<file path="config.mk">
export PLATFORM = sky130hd
export DESIGN_NAME = controlador_cruzamento
export DESIGN_NICKNAME = d
export VERILOG_FILES = /design/src/rtl/controlador_cruzamento_pkg.sv /design/src/rtl/controlador_cruzamento_temporizador.sv /design/src/rtl/controlador_cruzamento.sv
export SDC_FILE = /design/constraint.sdc
export NUM_CORES = 1
export LEC_CHECK = 0
export ABC_CLOCK_PERIOD_IN_PS = 4000
export CAP_MARGIN = 30
export CORE_UTILIZATION = 30
export CTS_BUF_LIST = sky130_fd_sc_hd__clkbuf_8
export DETAILED_ROUTE_END_ITERATION = 10
export PLACE_DENSITY = 0.58
export REMOVE_ABC_BUFFERS = 1
export SLEW_MARGIN = 40
export SYNTH_ARGS = -nofsm -noshare
export SYNTH_HDL_FRONTEND = slang
export SYNTH_SLANG_ARGS = --single-unit
</file>
<file path="constraint.sdc">
create_clock -name clk -period 4 [get_ports clk]
set_clock_uncertainty 0.15 [all_clocks]
set_input_delay 0.4 -clock clk [delete_from_list [all_inputs] [get_ports clk]]
set_output_delay 0.4 -clock clk [all_outputs]
set_load 0.01 [all_outputs]
</file>
<file path="src/rtl/controlador_cruzamento_pkg.sv">
// Shared definitions for the intersection controller: state codes, lamp
// encodings, default interval lengths and the state-to-lamp decoder.
package controlador_cruzamento_pkg;

  typedef enum logic [2:0] {
    VA  = 3'd0,
    AA  = 3'd1,
    LA  = 3'd2,
    PED = 3'd3,
    LP  = 3'd4,
    VB  = 3'd5,
    AB  = 3'd6,
    LB  = 3'd7
  } estado_t;

  localparam logic [2:0] VERMELHO = 3'b100;
  localparam logic [2:0] AMARELO  = 3'b010;
  localparam logic [2:0] VERDE    = 3'b001;

  localparam logic [7:0] T_VERDE_MIN_PADRAO = 8'd2;
  localparam logic [7:0] T_VERDE_MAX_PADRAO = 8'd5;
  localparam logic [7:0] T_AMARELO_PADRAO   = 8'd3;
  localparam logic [7:0] T_LIMPA_PADRAO     = 8'd1;
  localparam logic [7:0] T_PEDESTRE_PADRAO  = 8'd4;

  typedef struct packed {
    logic [2:0] a;
    logic [2:0] b;
    logic       p;
  } lampadas_t;

  function automatic lampadas_t decodifica(input estado_t s);
    lampadas_t l;
    l = '{a: VERMELHO, b: VERMELHO, p: 1'b0};
    case (s)
      VA:      l.a = VERDE;
      AA:      l.a = AMARELO;
      VB:      l.b = VERDE;
      AB:      l.b = AMARELO;
      PED:     l.p = 1'b1;
      default: ;
    endcase
    return l;
  endfunction

endpackage

</file>
<file path="src/rtl/controlador_cruzamento_temporizador.sv">
// 8-bit down-counter for the fixed-length intervals (yellow, clearance, walk).
// fim is high while the count is zero, i.e. on the last cycle of an interval.
module controlador_cruzamento_temporizador (
  input  logic       clk,
  input  logic       rst,
  input  logic       carrega,
  input  logic [7:0] valor,
  output logic       fim
);

  logic [7:0] cnt;

  // NOTE: sequential state is written with non-blocking assignments only, so
  // every register samples the values that existed before the clock edge.
  always_ff @(posedge clk) begin
    if (rst)
      cnt <= 8'd0;
    else if (carrega)
      cnt <= valor;
    else if (cnt != 8'd0)
      cnt <= cnt - 8'd1;
  end

  assign fim = (cnt == 8'd0);

endmodule

</file>
<file path="src/rtl/controlador_cruzamento.sv">
// Two-road intersection sequencer with a pedestrian phase; Moore lamp outputs
// decoded straight from the state register.
module controlador_cruzamento
  import controlador_cruzamento_pkg::*;
#(
  parameter logic [7:0] T_VERDE_MIN = T_VERDE_MIN_PADRAO,
  parameter logic [7:0] T_VERDE_MAX = T_VERDE_MAX_PADRAO,
  parameter logic [7:0] T_AMARELO   = T_AMARELO_PADRAO,
  parameter logic [7:0] T_LIMPA     = T_LIMPA_PADRAO,
  parameter logic [7:0] T_PEDESTRE  = T_PEDESTRE_PADRAO
) (
  input  logic       clk,
  input  logic       rst,
  input  logic       sensA,
  input  logic       sensB,
  input  logic       bt,
  output logic [2:0] A,
  output logic [2:0] B,
  output logic       P,
  output logic       espera
);

  estado_t    estado, prox;
  logic [7:0] e;
  logic       ultima_b;
  logic       carrega;
  logic [7:0] valor_carga;
  logic       fim;
  logic       entra_ped, fica_ped;
  lampadas_t  lamp;

  controlador_cruzamento_temporizador u_temporizador (
    .clk     (clk),
    .rst     (rst),
    .carrega (carrega),
    .valor   (valor_carga),
    .fim     (fim)
  );

  // NOTE: every output of this block gets a default first, so no path through
  // the case statements can leave a value held and infer a latch.
  always_comb begin
    prox        = estado;
    carrega     = 1'b0;
    valor_carga = 8'd0;
    case (estado)
      VA:  if (e >= T_VERDE_MIN && (sensB || espera) && (!sensA || e >= T_VERDE_MAX))
             prox = AA;
      VB:  if (e >= T_VERDE_MIN && (sensA || espera) && (!sensB || e >= T_VERDE_MAX))
             prox = AB;
      AA:  if (fim) prox = LA;
      AB:  if (fim) prox = LB;
      LA:  if (fim) prox = espera ? PED : VB;
      LB:  if (fim) prox = espera ? PED : VA;
      PED: if (fim) prox = LP;
      LP:  if (fim) prox = ultima_b ? VA : VB;
      default: prox = VA;
    endcase

    // Timer is loaded with T-1 on entry so the state lasts exactly T cycles.
    if (prox != estado) begin
      case (prox)
        AA, AB:     begin carrega = 1'b1; valor_carga = T_AMARELO  - 8'd1; end
        LA, LB, LP: begin carrega = 1'b1; valor_carga = T_LIMPA    - 8'd1; end
        PED:        begin carrega = 1'b1; valor_carga = T_PEDESTRE - 8'd1; end
        default: ;
      endcase
    end
  end

  assign entra_ped = (prox == PED) && (estado != PED);
  assign fica_ped  = (prox == PED) && (estado == PED);

  always_ff @(posedge clk) begin
    if (rst) begin
      estado   <= VA;
      e        <= 8'd1;
      espera   <= 1'b0;
      ultima_b <= 1'b0;
    end else begin
      estado <= prox;
      if (prox != estado)
        e <= 8'd1;
      else if (e != 8'hFF)
        e <= e + 8'd1;

      // A press on the edge that enters the walk is absorbed by it; presses
      // during the walk are ignored, but the exit edge latches again.
      if (entra_ped)
        espera <= 1'b0;
      else if (!fica_ped && bt)
        espera <= 1'b1;

      if (estado == LA && prox != LA)
        ultima_b <= 1'b0;
      else if (estado == LB && prox != LB)
        ultima_b <= 1'b1;
    end
  end

  assign lamp = decodifica(estado);
  assign A    = lamp.a;
  assign B    = lamp.b;
  assign P    = lamp.p;

endmodule

</file>
# Yosys cells after proc, flatten, opt, wreduce, memory -nomap -nowiden
# Index checks and enable logic that the tools add are counted.
[totals]
elab_cells = 73
register_bits = 21
output_inout_bits = 8
[op_classes]
mux = 21
n_addsub = 2
eq_ne = 18
reduce_logical = 25
n_lt_le_gt_ge = 2
[ops]
columns = ["cell", "n"]
rows = [
  ["$mux W3", 10],
  ["$pmux W3 S8", 1],
  ["$eq A3 B3 Y1 const B", 7],
  ["$mux W8", 2],
  ["$eq A3 B2 Y1 const B", 4],
  ["$pmux W3 S2", 2],
  ["$logic_and A1 B1 Y1", 9],
  ["$add A8 B1 Y8 const B", 1],
  ["$ge A8 B2 Y1 const B", 1],
  ["$ge A8 B3 Y1 const B", 1],
  ["$logic_not A8 Y1", 1],
  ["$ne A8 B8 Y1 const B", 1],
  ["$reduce_bool A8 Y1", 1],
  ["$reduce_or A2 Y1", 4],
  ["$sub A8 B1 Y8 const B", 1],
  ["$eq A3 B1 Y1 const B", 2],
  ["$ne A3 B2 Y1 const B", 2],
  ["$reduce_or A6 Y1", 1],
  ["$logic_or A1 B1 Y1", 4],
  ["$mux W2", 2],
  ["$pmux W2 S2", 1],
  ["$logic_not A1 Y1", 3],
  ["$logic_not A3 Y1", 1],
  ["$mux W1", 3],
  ["other kinds (3)", 3],
]

# Depth between registers and ports, before layout
# Gate-level depths: netlist of run 1.
[depth]
ltp_word = 10
mapped_depth = 10
mapped_depth_nobuf = 9

# Modules after synthesis
# A second synthesis of run 1 with hierarchy kept.
[hier_totals]
cells_unflattened = 173
area_unflattened_um2 = 1392.6
[modules_own_cells]
columns = ["module", "instances", "area_per_inst_um2", "seq_area_each_um2", "cells_each"]
rows = [
  ["controlador_cruzamento", 1, 917.1, 260.2, 120],
  ["controlador_cruzamento_temporizador", 1, 475.5, 160.2, 53],
]

# Worst setup path after synthesis of run 1
# No wires, ideal clock.
[synth_timing]
path_type = "flip-flop to flip-flop"
start = "reg u_temporizador.cnt[0]"
end = "reg u_temporizador.cnt[0]"
t_required_ns = 3.734
path_stages_with_launch = 10
t_arrival_ns = 2.371
slack_ns = 1.362
path_buffers = 0
cell_sequence = "dfxtp_1 -> inv_1 -> ha_1 -> or3b_2 -> o31a_1 -> o31ai_2 -> o21ai_2 -> xnor2_1 -> mux2_2 -> o211a_1"
[synth_between]
elab_chain_len = 8
word_cells_on_any_way = 26
cone_classes = "1 x add/sub; 7 x eq/ne; 13 x mux; 5 x reduce/logical"
[synth_lines]
columns = ["element", "line_no", "source"]
rows = [
  ["from (decl)", "controlador_cruzamento_temporizador.sv:11", "logic [7:0] cnt;"],
  ["from (signal assigned)", "controlador_cruzamento_temporizador.sv:19", "cnt <= valor;"],
  ["from (signal assigned)", "controlador_cruzamento_temporizador.sv:21", "cnt <= cnt - 8'd1;"],
  ["$logic_not A8 Y1", "controlador_cruzamento_temporizador.sv:24", "assign fim = (cnt == 8'd0);"],
  ["$mux W3, or another cell as far along", "controlador_cruzamento.sv:56", "LP: if (fim) prox = ultima_b ? VA : VB;"],
  ["$pmux W3 S8", "controlador_cruzamento.sv:46", "case (estado)"],
  ["$eq A3 B1 Y1, or another cell as far along", "controlador_cruzamento.sv:62", "case (prox)"],
  ["$reduce_or A2 Y1 or $reduce_or A6 Y1 (tied branches)", "--", ""],
  ["$pmux W2 S2 or $mux W1 (tied branches)", "controlador_cruzamento.sv:62", ""],
  ["$mux W2 or $mux W1 (tied branches)", "controlador_cruzamento.sv:61", "if (prox != estado) begin"],
  ["$mux W8 or $reduce_bool A2 Y1 (tied branches)", "--", ""],
]
# Parallel ways exist; a longest one is shown, timed or not. The select of a mux whose other input is x is not followed.
# A chain may end at the register's enable or synchronous reset.

# Worst setup path after layout of run 1
[layout_timing]
start = "reg u_temporizador.cnt[1]"
end = "reg ultima_b"
[layout_between]
elab_chain_len = 6
word_cells_on_any_way = 13
cone_classes = "2 x eq/ne; 7 x mux; 4 x reduce/logical"
[layout_lines]
columns = ["element", "line_no", "source"]
rows = [
  ["$logic_not A8 Y1 *", "controlador_cruzamento_temporizador.sv:24", ""],
  ["$mux W3, or another cell as far along", "controlador_cruzamento.sv:56", ""],
  ["$pmux W3 S8 *", "controlador_cruzamento.sv:46", ""],
  ["$ne A3 B2 Y1", "controlador_cruzamento.sv:94", "if (estado == LA && prox != LA)"],
  ["$logic_and A1 B1 Y1", "controlador_cruzamento.sv:94", ""],
  ["$reduce_or A2 Y1 (no line)", "--", ""],
  ["to (signal assigned)", "controlador_cruzamento.sv:79", "ultima_b <= 1'b0;"],
  ["to (signal assigned)", "controlador_cruzamento.sv:95", "ultima_b <= 1'b0;"],
  ["to (signal assigned)", "controlador_cruzamento.sv:97", "ultima_b <= 1'b1;"],
  ["to (decl)", "controlador_cruzamento.sv:25", "logic ultima_b;"],
]
# Mark *: on every way between the ends. The rest lies on a longest branch, timed or not.

==> flow_results.org, run 1 <==
** Clocking
- CTS built an H-tree with a depth of 1.
- Post-CTS timing repair inserted 0 buffers for setup.
- The clock passes through at most 2 buffers.
- The clock net in this run drives a total of 21 sinks.
- Post-CTS repair changed the size of 0 cells.
- Clock buffer count from CTS :: 3
- Source-to-sink clock delay at the later pin of the worst-skew pair :: between 200 and 300 ps
- The root buffer cell chosen for the clock tree is sky130_fd_sc_hd__clkbuf_8.
- Post-CTS Hold Fix Bufs :: 0
- CTS tree :: done
- CTS clk-pin slew, worst paths :: around 70 ps

** STA
- For the final routed database, the setup TNS stands at 0 ps.
- Peak clock frequency supported by timing :: around 330 MHz
- Number of pins with negative max-slew slack in the final report :: 0
- Setup violations remaining at the end of the flow were counted as 0.
- In the finished design, the share of the clock period the worst path needs comes to about three quarters.
- The final-report hold violation count is 0.
- RSZ-0062 raised after global routing :: no
- For the pin with the worst max-slew slack, the measured transition is a little under 700 ps.
- Slew Limit Headroom :: between 50% and 60%
- Final period demand of the worst path :: about 3000 ps

** Placement
- The placed instances occupy a cell area of roughly 1600 µm².
- Routability congestion estimate from global placement :: between 0.7 and 0.8
- Detailed Place HPWL :: between 2000 and 2500 µm
- During placement, the flow inserted port buffers numbering 12.

** Floorplan
- Top-level port count :: 13
- Vert. Die Dim :: 72.0 µm
- Once the floorplan was initialized, standard cells occupied a little under a third of the core.
- The floorplan has 25 rows.
- Die Outline Area :: 5180 µm²
- Die W :: ~70 µm
- The core region is between 4000 and 5000 µm².

** Cells and area
- Synthesis-to-layout area growth :: 14.6%
- 0 antenna diodes ended up in the layout.
- With fillers left out, the area of the finished cells amounts to ~1700 µm².
- Cells with a size suffix above 1 make up between 10% and 20% of the layout.
- The final layout contains approximately 190 nets.

** Global route
- Total GRT Usage :: ~13%
- Largest net degree at the start of global routing :: 13
- In the global route stage, met1 resource usage came out at 18.3%.
- The first global-routing pass estimated approximately 5300 µm of wire.
- The initial antenna violation count came to 0.
- Met3 global-route usage :: about 1.5%
- Routing layer with the top usage in global route :: met2
- Via count of the first global-routing pass :: ~1100
- Total overflow reported by the global router :: 0
- Met2 GRT Util :: 19.4%

** Setup path
- The critical path in this run is classified as register to register.
- Critical Path RT :: a little under 4000 ps
- STA puts the critical path data arrival time at a little under 3000 ps.
- R2R Path End :: ultima_b
- Startpoint Class :: register
- Of all nets on the critical path, the largest fanout is 9.
- For the worst flop-to-flop path, the logic depth is 9.
- On the worst path, the slowest cell contributes a delay of between 400 and 500 ps.
- For this design, the slowest cell found on the critical path is sky130_fd_sc_hd__nor3b_1.
- The worst register-to-register path begins at u_temporizador.cnt[1].
- Across all register-to-register paths, the minimum setup slack is a little over 1000 ps.
- The worst setup path is captured at a register.
- Critical-path cell list :: inv_1 -> ha_1 -> nor3b_1 -> nand2_1 -> a211o_1 -> a221o_1 -> and2_1 -> a2111oi_2 -> nor3_1

** Logic synthesis
- Sequential share of the synthesized area :: between 20% and 30%
- Portion of synthesized cell area occupied by the leading cell type :: 28.6%
- Yosys printed 0 warnings.
- Number of enable flip-flop cells after synthesis :: 0
- The synthesized design contains 21 register bits.
- Leading area contributor after synthesis :: sky130_fd_sc_hd__dfxtp_1
- Each instance of the synthesized netlist takes up on average ~8.8 µm².
- Synthesized instance count :: 167
- Commonest register cell after synthesis :: sky130_fd_sc_hd__dfxtp_1
- Synthesized area :: approximately 1500 µm²
- By area the synthesized netlist is led by sky130_fd_sc_hd__dfxtp_1 29%, sky130_fd_sc_hd__nor2_1 5.4%, sky130_fd_sc_hd__ha_1 5.1%.
- The netlist uses 55 different library cells.
- Synth async-reset ratio :: 0%

** Detailed routing
- Number of antenna-violating nets in the routed design :: 0
- Total Wirelength :: between 3000 and 4000 µm
- Vias :: 1256
- Number of DRC markers after the initial detailed-route iteration :: 75
- DRC errors left :: 0
- Dividing the detail-routed wire length by the instance count gives between 10 and 15 µm.
- First-pass DRT Iterations :: 4
- In the routed layout, each cell is associated on average with a via count of just over 5.

** Run
- The tool flagged a number of max-cap violations equal to 0.

** Power and ir drop
- Per report_power, the combinational group accounts for 57.6% of the total.
- Sequential cells burn ~31% of the power.
- Internal power comes to between 0.6 and 0.7 mW.
- Max IR drop VDD :: between 0.15 and 0.2 mV
- Power Density :: 704 nW/µm²
- Net switching is between 40 and 50% of the power.
- Static power due to leakage :: 0.613 nW
- The analysis attributes to net switching a power of ~0.54 mW.
- Clock network fraction of design power :: between 10% and 20%

** Hold path
- Hold depth :: 2
- In this run the most critical hold path is launched from ultima_b.
- The path with the worst hold slack has its endpoint at ultima_b.
- The worst hold path belongs to the class register to register.

** Status
- The run finished with clean final reports.
-- worst max path at each step --
stage | cells past startpoint | slack (ps) | startpoint | to
6_report | 9 | 1010 | u_temporizador.cnt[1] | ultima_b
5_1_grt | 9 | 770 | u_temporizador.cnt[0] | ultima_b
4_1_cts | 9 | 1040 | u_temporizador.cnt[1] | ultima_b
3_5_place_dp | 7 | 1050 | sensB | e[0]
3_3_place_gp | 7 | 1000 | sensB | e[0]
2_1_floorplan | 9 | 1360 | u_temporizador.cnt[0] | u_temporizador.cnt[0]
-- sequential cells by signal, indices dropped and copies added, names as in the netlist --
signal and count:
e 8, espera 1, estado 3, u_temporizador.cnt 8, ultima_b 1
-- per-layer routing --
metal | wire (µm) | share of wire [%]
met5 | 0 | 0
met4 | 85 | 2.8
met3 | 138 | 4.5
met2 | 1300 | 43
met1 | 1510 | 50
-- power groups by stage --
| stage | Sequential (mW) | Combinational (mW) | Clock (mW) |
|---|---|---|---|
| after global routing | 0.378 | 0.773 | 0.154 |
| after detailed placement | 0.367 | 0.681 | 0 |
| final | 0.364 | 0.682 | 0.138 |
| after floorplan | 0.346 | 0.546 | 0 |
| after CTS | 0.363 | 0.687 | 0.145 |
| after global placement | 0.368 | 0.682 | 0 |
-- cell usage in the layout, fill, tap and decap left out, types with 4 or more instances in the layout --
master	netlist	final
sky130_fd_sc_hd__xnor2_1	4	4
sky130_fd_sc_hd__inv_1	8	8
sky130_fd_sc_hd__nor2_1	21	21
sky130_fd_sc_hd__nor3_1	7	7
sky130_fd_sc_hd__xor2_1	7	7
sky130_fd_sc_hd__a21oi_1	6	6
sky130_fd_sc_hd__dfxtp_1	21	21
sky130_fd_sc_hd__nor2_2	6	6
sky130_fd_sc_hd__nand2_1	9	9
sky130_fd_sc_hd__clkdlybuf4s50_1	0	12
sky130_fd_sc_hd__and3_1	4	4
sky130_fd_sc_hd__ha_1	6	6
sky130_fd_sc_hd__o21ai_0	4	4
-- worst max-delay path, delay by kind of cell (launching register included) --
kind,cells,cell delay (ps)
AOI/OAI and AO/OA,3,1090
and+or+nand+nor,4,1030
DFF,1,340
adders and majority gates,1,150
buffers and inverters,1,100
-- synthesized netlist by cell type (3+ instances only) --
| library cell | count |
|---|---|
| sky130_fd_sc_hd__nand4_1 | 3 |
| sky130_fd_sc_hd__nor2_2 | 6 |
| sky130_fd_sc_hd__xnor2_1 | 4 |
| sky130_fd_sc_hd__nor2_1 | 21 |
| sky130_fd_sc_hd__inv_1 | 8 |
| sky130_fd_sc_hd__and3_1 | 4 |
| sky130_fd_sc_hd__o21ai_0 | 4 |
| sky130_fd_sc_hd__nor3_1 | 7 |
| sky130_fd_sc_hd__nand3_1 | 3 |
| sky130_fd_sc_hd__ha_1 | 6 |
| sky130_fd_sc_hd__xor2_1 | 7 |
| sky130_fd_sc_hd__nand2b_1 | 3 |
| sky130_fd_sc_hd__nand2_1 | 9 |
| sky130_fd_sc_hd__dfxtp_1 | 21 |
| sky130_fd_sc_hd__a21oi_1 | 6 |
| sky130_fd_sc_hd__a31oi_1 | 3 |
-- area by class of cell --
cell class	instances	area, µm²
Sequential cell	21	420
Tap cell	67	83.8
Clock inverter	1	5.00
Fill cell	485	3040
Clock buffer	3	41.3
Multi-Input combinational cell	132	982
Inverter	8	30.0
Timing Repair Buffer	12	120
-- cell families after synthesis --
| kind of cell | synth area share [%] |
|---|---|
| buf+inv | 4.51 |
| simple gates | 29.0 |
| flops | 28.6 |
| xor+xnor | 6.56 |
| mux | 1.45 |
| compound gates | 24.8 |
| fa+ha+maj | 5.11 |
-- metrics by stage --
stage | std cells | hold WS [ps] | setup slack (ps) | total power, mW | util [%]
global route | 244 | 389 | 773 | 1.30 | 35.6
global placement | 240 | 357 | 1000 | 1.05 | 34.6
floorplan | 161 | 319 | 1360 | 0.892 | -
detailed placement | 240 | 354 | 1050 | 1.05 | 34.6
finish | 244 | 374 | 1010 | 1.18 | 35.6
CTS | 244 | 369 | 1040 | 1.20 | 35.6
No activity file was read; power rests on OpenSTA's default activity.
==> run 2: changes to the inputs <==
--- a/config.mk
+++ b/config.mk
@@ -5,12 +5,12 @@
 export SDC_FILE = /design/constraint.sdc
 export NUM_CORES = 1
 export LEC_CHECK = 0
-export ABC_CLOCK_PERIOD_IN_PS = 4000
+export ABC_CLOCK_PERIOD_IN_PS = 2600
 export CAP_MARGIN = 30
 export CORE_UTILIZATION = 30
 export CTS_BUF_LIST = sky130_fd_sc_hd__clkbuf_8
 export DETAILED_ROUTE_END_ITERATION = 10
-export PLACE_DENSITY = 0.58
+export PLACE_DENSITY = 0.6
 export REMOVE_ABC_BUFFERS = 1
 export SLEW_MARGIN = 40
 export SYNTH_ARGS = -nofsm -noshare
==> constraint.sdc (replaced) <==
create_clock -name clk -period 2.6 [get_ports clk]
set_clock_uncertainty 0.15 [all_clocks]
set_input_delay 0.26 -clock clk [delete_from_list [all_inputs] [get_ports clk]]
set_output_delay 0.26 -clock clk [all_outputs]
set_load 0.01 [all_outputs]
==> run 2 against run 1 <==
  * Setup slack lost 1000 ps
  * First-iteration DRC count grew 49%
  * Sequential cell count is the same
  * Fmax grew 16%
  * Clock power grew 58%
  * Critical endpoint is now u_temporizador.cnt[0]
  * Core utilization grew 9.1 points
  * Wire length grew 18%
  * Sequential power grew 49%
  * Via count grew 13%
==> flow_results.org, run 2 (same netlist as run 1, synthesis figures left out) <==
** Setup path
- STA classifies the critical path startpoint as a register.
- The worst setup path is of the register to register kind.
- The required time reported for the critical path endpoint came to 2610 ps (-1370 ps).
- WP data arrival :: 2590 ps (-390 ps)
- Crit end category :: register
- The largest fanout on the critical path came to 4 (-5).

** STA
- Worst Hold Margin :: 404 ps (+29.5 ps)
- Setup repair after global routing could not meet its margin everywhere.
- Transition time at the pin with the least slew margin :: 420 ps (-258 ps)
- Slew Limit Headroom :: 71.9% (+18 points)
- Post-route clock period utilization :: 99.5% (+25 points)
- The final max-slew violation count came to 0 (unchanged).
- The number of failing setup endpoints in the final timing report was 0 (unchanged).
- Peak clock frequency supported by timing :: 387 MHz (+16%)
- Number of hold-slack violations in the final timing report :: 0 (unchanged)
- The post-layout minimum cycle time was 2590 ps (-405 ps).

** Power and ir drop
- Cell internal pwr :: 1.35 mW (+110%)
- The maximum vdd ir drop was 0.295 mV (+85%).
- Sw Pwr :: 0.994 mW (+83%)
- Clock network fraction of design power :: 9.3% (-2.4 points)
- The power per cell area came to 1110 nW/µm² (+58%).
- The net switching share of the total power was 42.4% (-3.4 points).
- The leakage power figure came to 0.827 nW (+35%).
- The sequential group share of total power was 23.1% (-7.7 points).
- The combinational share of power is 67.6% (+10 points).

** Floorplan
- The die height came to 72.0 µm (unchanged).
- The area of the die is 5180 µm² (unchanged).
- Die W :: 72.0 µm (unchanged)
- The starting density of the core was 31.1% (unchanged).
- The number of rows in the core area was 25 (unchanged).
- Top-level port count :: 13 (unchanged)
- The core outline area was 4720 µm² (unchanged).

** Detailed routing
- The number of antenna-violating nets in the routed design was 0 (unchanged).
- Number of DRC markers after the initial detailed-route iteration :: 112 (+49%)
- The via count is 1413 (+13%).
- Total Wirelength :: 3580 µm (+18%)
- The iteration count of the initial detailed-routing pass came to 4 (unchanged).
- The detailed-route wire length per cell was 12.7 µm (+1.7%).
- The via-per-instance ratio is 4.99 (-3.0%).
- DRC errors left :: 0 (unchanged)

** Hold path
- In this run the worst hold path is classified as register to register.

** Clocking
- Clock buffer count from CTS :: 3 (unchanged)
- Clock Tree Buf Depth :: 2 (unchanged)
- The root buffer cell chosen for the clock tree is sky130_fd_sc_hd__clkbuf_8.
- The CTS clock-pin slew for the worst setup and hold paths is 80 ps (about the same).
- # clock sinks :: 21 (unchanged)
- TritonCTS built the clock tree.
- Source-to-sink clock delay at the later pin of the worst-skew pair :: 260 ps (about the same)
- The H-tree depth is 1 (unchanged).
- The quantity of hold-fixing buffers added after cts came to 0 (unchanged).

** Run
- Number of violations of the max-capacitance limit :: 0 (unchanged)

** Global route
- The number of global-route vias before repair is 1209 (+7.1%).
- The first-pass GRT wire length is 5600 µm (+6.4%).
- Total GRT Usage :: 14.0% (+1.1 points)
- Total overflow reported by the global router :: 0 (unchanged)
- Antenna violations before repair :: 0 (unchanged)
- The largest net degree at the start of global routing is 13 (unchanged).

** Cells and area
- The layout filler cell count was 455 (-6.2%).
- The library cell used most frequently in the layout, excluding fill and tap cells, is sky130_fd_sc_hd__buf_4.
- The largest registers in the layout are e: 8 flops, u_temporizador.cnt: 8 flops, estado: 3 flops.
- Ratio of cells with drive above 1 in the final layout :: 40.7% (+24 points)
- Synthesis-to-layout area growth :: 43.9%
- The top cell types in the final layout, fill and taps aside, are 38 x sky130_fd_sc_hd__buf_4, 21 x sky130_fd_sc_hd__nor2_1, 17 x sky130_fd_sc_hd__dfxtp_1.
- The final core utilization was 44.7% (+9.1 points).
- Ant. Diodes :: 0 (unchanged)
- Nets :: 228 (+21%)

** Placement
- Routability congestion estimate from global placement :: 0.793 (+2.8%)
- The number of port buffers is 12 (unchanged).
- The half-perimeter wire length after placement is 2530 µm (+10%).

** Status
- Status :: completed
==> run 2: worst paths after layout <==
| check | to | from | depth (start not counted) | slack, ps |
|---|---|---|---|---|
| worst min register to register | e[4] | e[4] | 2 | 400 |
| worst max register to register | u_temporizador.cnt[0] | u_temporizador.cnt[1] | 9 | 10 |
| worst min-delay path | e[4] | e[4] | 2 | 400 |
| worst max-delay path | u_temporizador.cnt[0] | u_temporizador.cnt[1] | 9 | 10 |
==> run 2: power groups by stage <==
stage          registers [mW]  clock network, mW  logic (mW)
6_report                0.541              0.218        1.59
4_1_cts                 0.510              0.223        1.34
3_5_place_dp            0.514                  0        1.33
3_3_place_gp            0.514                  0        1.32
5_1_grt                 0.554              0.236        1.72
2_1_floorplan           0.532                  0       0.841
==> run 2: what timing repair did <==
item / in CTS / in global routing
pin swaps: 0 / 18
gates resized for setup: 2 / 31
cloned: 0 / 0
hold endpoints to repair: 0 / 0
buffers inserted: 0 / 12
setup endpoints to repair: 9 / 18
==> run 2: metal layers <==
| metal | wire length, µm | vias to the layer above | share of wire, % | global-route usage (%) |
|---|---|---|---|---|
| li1 | - | 701 | - | - |
| met1 | 1930 | 668 | 54 | 20.9 |
| met2 | 1490 | 38 | 42 | 19.5 |
| met3 | 89 | 6 | 2.5 | 1.81 |
| met4 | 75 | 0 | 2.1 | 7.19 |
| met5 | 0 | - | 0 | 0 |
==> run 2: worst max-delay path, cell delays in order, from the launching register on <==
cell and delay (ps):
sky130_fd_sc_hd__dfxtp_2 330, sky130_fd_sc_hd__inv_2 70, sky130_fd_sc_hd__ha_4 130, sky130_fd_sc_hd__or3b_4 400, sky130_fd_sc_hd__o31a_1 360, sky130_fd_sc_hd__o31ai_4 300
sky130_fd_sc_hd__o21ai_2 120, sky130_fd_sc_hd__xnor2_1 140, sky130_fd_sc_hd__mux2_4 270, sky130_fd_sc_hd__o211a_1 210
==> run 2: area by class of cell <==
class | instances | area (µm²) | area share (%)
clock buffers | 3 | 41.3 | 1.95
repair buffers | 51 | 417 | 19.7
multi-input cells | 132 | 1110 | 52.3
flip-flops and latches | 21 | 428 | 20.2
clock inverters | 1 | 5.00 | 0.237
inverters | 8 | 32.5 | 1.54
well taps | 67 | 83.8 | 3.97
==> run 2: stage by stage <==
step | setup TNS (ps) | instances | instance area [µm²] | setup slack, ps | power (mW)
floorplan | -49.6 | 161 | 1430 | -37.7 | 1.37
global placement | -814 | 267 | 1840 | -93.0 | 1.84
detailed placement | -558 | 267 | 1840 | -91.7 | 1.84
CTS | -468 | 271 | 1900 | -62.4 | 2.07
global route | -408 | 283 | 2110 | -84.7 | 2.51
finish | 0 | 283 | 2110 | 14.3 | 2.35
==> run 3: changes to the inputs <==
--- a/config.mk
+++ b/config.mk
@@ -7,10 +7,12 @@
 export LEC_CHECK = 0
 export ABC_CLOCK_PERIOD_IN_PS = 2600
 export CAP_MARGIN = 30
+export CELL_PAD_IN_SITES_DETAIL_PLACEMENT = 2
+export CELL_PAD_IN_SITES_GLOBAL_PLACEMENT = 2
 export CORE_UTILIZATION = 30
 export CTS_BUF_LIST = sky130_fd_sc_hd__clkbuf_8
 export DETAILED_ROUTE_END_ITERATION = 10
-export PLACE_DENSITY = 0.6
+export PLACE_DENSITY = 0.82
 export REMOVE_ABC_BUFFERS = 1
 export SLEW_MARGIN = 40
 export SYNTH_ARGS = -nofsm -noshare
==> run 3 against run 2 <==
  * The flow now finishes with violations (negative setup slack)
  * Total power up 7.8%
  * Clock power up 7%
  * Sequential power down 2%
  * Count of clock-buffer cells in the layout unchanged
  * Wire length up 49%
  * Combinational power up 11%
  * Cell area unchanged
  * Non-clock buffer count down 1
  * Critical endpoint is now u_temporizador.cnt[3]
  * Highest routed layer unchanged
  * Sequential share of layout area down 0.12 points
  * Register-to-register slack worse by 30 ps
  * Final cell count down 0.35%
==> flow_results.org, run 3 (same netlist as run 1, synthesis figures left out) <==
** Hold path
- The worst hold path depth is 3 (+1).
- The path with the worst hold slack has its endpoint at espera.
- Path type of the worst min-delay path :: input pin to register
- The worst hold path begins at bt.

** Power and ir drop
- Power Density :: 1200 nW/µm² (+7.8%)
- Static power due to leakage :: 0.817 nW (-1.2%)
- The combinational share of power came to 69.7% (+2.1 points).
- The sequential group share of total power came to 21.0% (-2.1 points).
- Sw Pwr :: 1.14 mW (+14%)
- Share of total power consumed by net switching :: 44.9% (+2.6 points)
- The maximum vdd ir drop came to 0.577 mV (+96%).
- The internal power is 1.39 mW (+3.0%).
- The portion of total power attributed to the clock network came to 9.2% (about the same).

** Global route
- Met2 GRT Util :: 39.1% (+20 points)
- Largest net degree at the start of global routing :: 13 (unchanged)
- The number of global-route vias before repair came to 1664 (+38%).
- Global-route wire length before repair :: 8560 µm (+53%)
- The overall global routing resource usage was 21.6% (+7.7 points).
- Antenna violations before repair :: 0 (unchanged)
- The global routing stage identified its most utilized layer as met2.
- The overflow left after global routing is 0 (unchanged).
- Met3 global-route usage :: 3.19% (+1.4 points)
- Global routing met1 resource utilization :: 26.7% (+5.9 points)

** Detailed routing
- Average routed wire per standard cell :: 18.9 µm (+50%)
- The total length of routed wires was 5340 µm (+49%).
- Number of DRC markers after the initial detailed-route iteration :: 38 (-66%)
- The number of antenna-violating nets in the routed design was 0 (unchanged).
- Vias per Instance :: 5.19 (+4.0%)
- DRC errors left :: 0 (unchanged)
- The via count was 1464 (+3.6%).
- The iteration count of the initial detailed-routing pass is 4 (unchanged).

** Placement
- Routability congestion estimate from global placement :: 0.841 (+6.0%)
- The cell area after placement came to 1840 µm² (+0.27%).
- The number of port buffers is 12 (unchanged).
- The cell count after placement was 266 (-0.37%).
- Detailed Place HPWL :: 3670 µm (+45%)

** Clocking
- Post-CTS Hold Fix Bufs :: 0 (unchanged)
- TritonCTS built the clock tree.
- The count of clock tree sinks was 21 (unchanged).
- The H-tree depth came to 1 (unchanged).
- CTS clk-pin slew, worst paths :: 90 ps (about the same)
- Clock Tree Buf Depth :: 2 (unchanged)
- Buffer cell driving the clock tree root :: sky130_fd_sc_hd__clkbuf_8
- The total CTS buffers came to 3 (unchanged).
- Source-to-sink clock delay at the later pin of the worst-skew pair :: 270 ps (about the same)

** Cells and area
- Synthesis-to-layout area growth :: 43.9% (unchanged)
- Ant. Diodes :: 0 (unchanged)
- Area of all placed cells without fillers :: 2110 µm² (unchanged)
- In the layout the commonest cells are 35 x sky130_fd_sc_hd__buf_4, 20 x sky130_fd_sc_hd__nor2_1, 17 x sky130_fd_sc_hd__dfxtp_1.
- In the final layout, the registers with the most flip-flops are e: 8 flops, u_temporizador.cnt: 8 flops, estado: 3 flops.
- Fill cell instance count of the final layout :: 497 (+9.2%)
- Ratio of cells with drive above 1 in the final layout :: 40.5% (-0.28 points)
- The number of standard cells in the layout, taps in and fillers out is 282 (-0.35%).
- Most frequent standard cell in the layout excluding fill and tap cells :: sky130_fd_sc_hd__buf_4
- Utilization after layout :: 44.7% (unchanged)
- The storage element area came to 425 µm² (-0.58%).
- The area taken by multi-input logic gates was 1100 µm² (-0.34%).
- Nets :: 227 (-0.44%)

** STA
- Transition time at the pin with the least slew margin :: 452 ps (+32.1 ps)
- Number of pins with negative max-slew slack in the final report :: 0 (unchanged)
- Final period demand of the worst path :: 2610 ps (+25.4 ps)
- Post-route clock period utilization :: 100% (+0.98 points)
- Final total negative setup slack :: -33.3 ps (-33.3 ps)
- RSZ-0062 raised after global routing :: yes
- Peak clock frequency supported by timing :: 383 MHz (-0.97%)
- The final-report hold violation count was 0 (unchanged).
- Slew Limit Headroom :: 69.8% (-2.1 points)
- Finish-stage setup viols :: 6 (+6)
- The post-layout worst setup margin was -11.1 ps (-25.4 ps).

** Setup path
- The largest fanout on the critical path came to 6 (+2).
- The data arrival time of the critical path came to 2630 ps (+40 ps).
- Maximum cell stage delay along the critical path :: 590 ps (+190 ps)
- Startpoint Class :: register
- Critical Setup Path Class :: register to register
- STA classifies the critical path endpoint as a register.
- The cell count of the worst reg-to-reg path came to 8 (-1).
- Walking the worst path, the cells encountered are or4_4 -> o31ai_2 -> o31ai_4 -> or3_1 -> a31oi_1 -> or2_1 -> buf_12 -> nor2_2.
- The required time reported for the critical path endpoint was 2620 ps (about the same).
- R2R Path End :: u_temporizador.cnt[3]
- The internal reg-to-reg setup slack is -10 ps (-30 ps).
- Highest-delay cell along the critical path :: sky130_fd_sc_hd__or4_4
- Reg-to-reg startpoint :: u_temporizador.cnt[2]

** Status
- The flow ran to the end, but the final reports show violations.
- The checks that failed: negative setup slack.

** Floorplan
- Top-level port count :: 13 (unchanged)
- Die Outline Area :: 5180 µm² (unchanged)
- The starting density of the core was 31.1% (unchanged).
- The core outline area was 4720 µm² (unchanged).
- Die W :: 72.0 µm (unchanged)
- The number of rows in the core area is 25 (unchanged).
- The die height came to 72.0 µm (unchanged).

** Run
- Number of violations of the max-capacitance limit :: 0 (unchanged)
[run 3: changes by cell type in the layout (fill, tap and decap cells not counted), moves of 2 or more]
| cell | change |
|---|---|
| sky130_fd_sc_hd__buf_4 | -3 |
| sky130_fd_sc_hd__nor2_4 | +3 |
| sky130_fd_sc_hd__nor2_2 | -2 |
| sky130_fd_sc_hd__nor3_2 | -2 |
[run 3: worst max-delay path by stage]
stage	cells after the start	to	from	slack, ps
3_3_place_gp	8	ultima_b	sensB	-110
6_report	8	u_temporizador.cnt[3]	u_temporizador.cnt[2]	-10
2_1_floorplan	9	u_temporizador.cnt[0]	u_temporizador.cnt[0]	-40
3_5_place_dp	9	ultima_b	u_temporizador.cnt[0]	-160
4_1_cts	12	u_temporizador.cnt[2]	u_temporizador.cnt[1]	4
5_1_grt	11	u_temporizador.cnt[3]	u_temporizador.cnt[1]	-90
[run 3: repair_timing]
item / 4_1_cts / 5_1_grt
gates resized for setup: 20 / 11
endpoints found under the setup margin: 14 / 12
pin swaps: 10 / 10
buffers inserted: 8 / 4
[run 3: cell type report]
cell class / instances / area share [%]
tap: 67 / 3.97
timing repair buffer: 50 / 20.1
clock inverter: 1 / 0.237
clock buffer: 3 / 1.95
sequential: 21 / 20.1
multi-input combinational: 132 / 52.2
inverter: 8 / 1.42
[run 3: power by group through the flow]
stage | Clock (mW) | Sequential, mW | Combinational [mW]
6_report | 0.234 | 0.532 | 1.76
5_1_grt | 0.245 | 0.548 | 1.93
4_1_cts | 0.231 | 0.526 | 1.62
3_5_place_dp | 0 | 0.518 | 1.43
3_3_place_gp | 0 | 0.509 | 1.33
2_1_floorplan | 0 | 0.532 | 0.841
[run 3: metal layers]
metal | routed length [µm] | vias up | part of all wire (%)
met4 | 74 | 0 | 1.4
met1 | 2380 | 736 | 45
met2 | 2780 | 19 | 52
met5 | 0 | - | 0
li1 | - | 703 | -
met3 | 103 | 6 | 1.9
[run 3: stage by stage]
step | hold slack, ps | setup slack [ps] | total power [mW]
2_1_floorplan | 179 | -37.7 | 1.37
3_3_place_gp | 362 | -109 | 1.84
3_5_place_dp | 385 | -160 | 1.94
4_1_cts | 407 | 4.24 | 2.37
5_1_grt | 460 | -93.4 | 2.72
6_report | 437 | -11.1 | 2.53
[run 3: critical path, delay by kind of cell, from the launching register on]
| family | cells | cell delay, ps |
|---|---|---|
| and+or+nand+nor | 4 | 1210 |
| AOI/OAI and AO/OA | 3 | 680 |
| buffers and inverters | 1 | 150 |
| DFF | 1 | 330 |
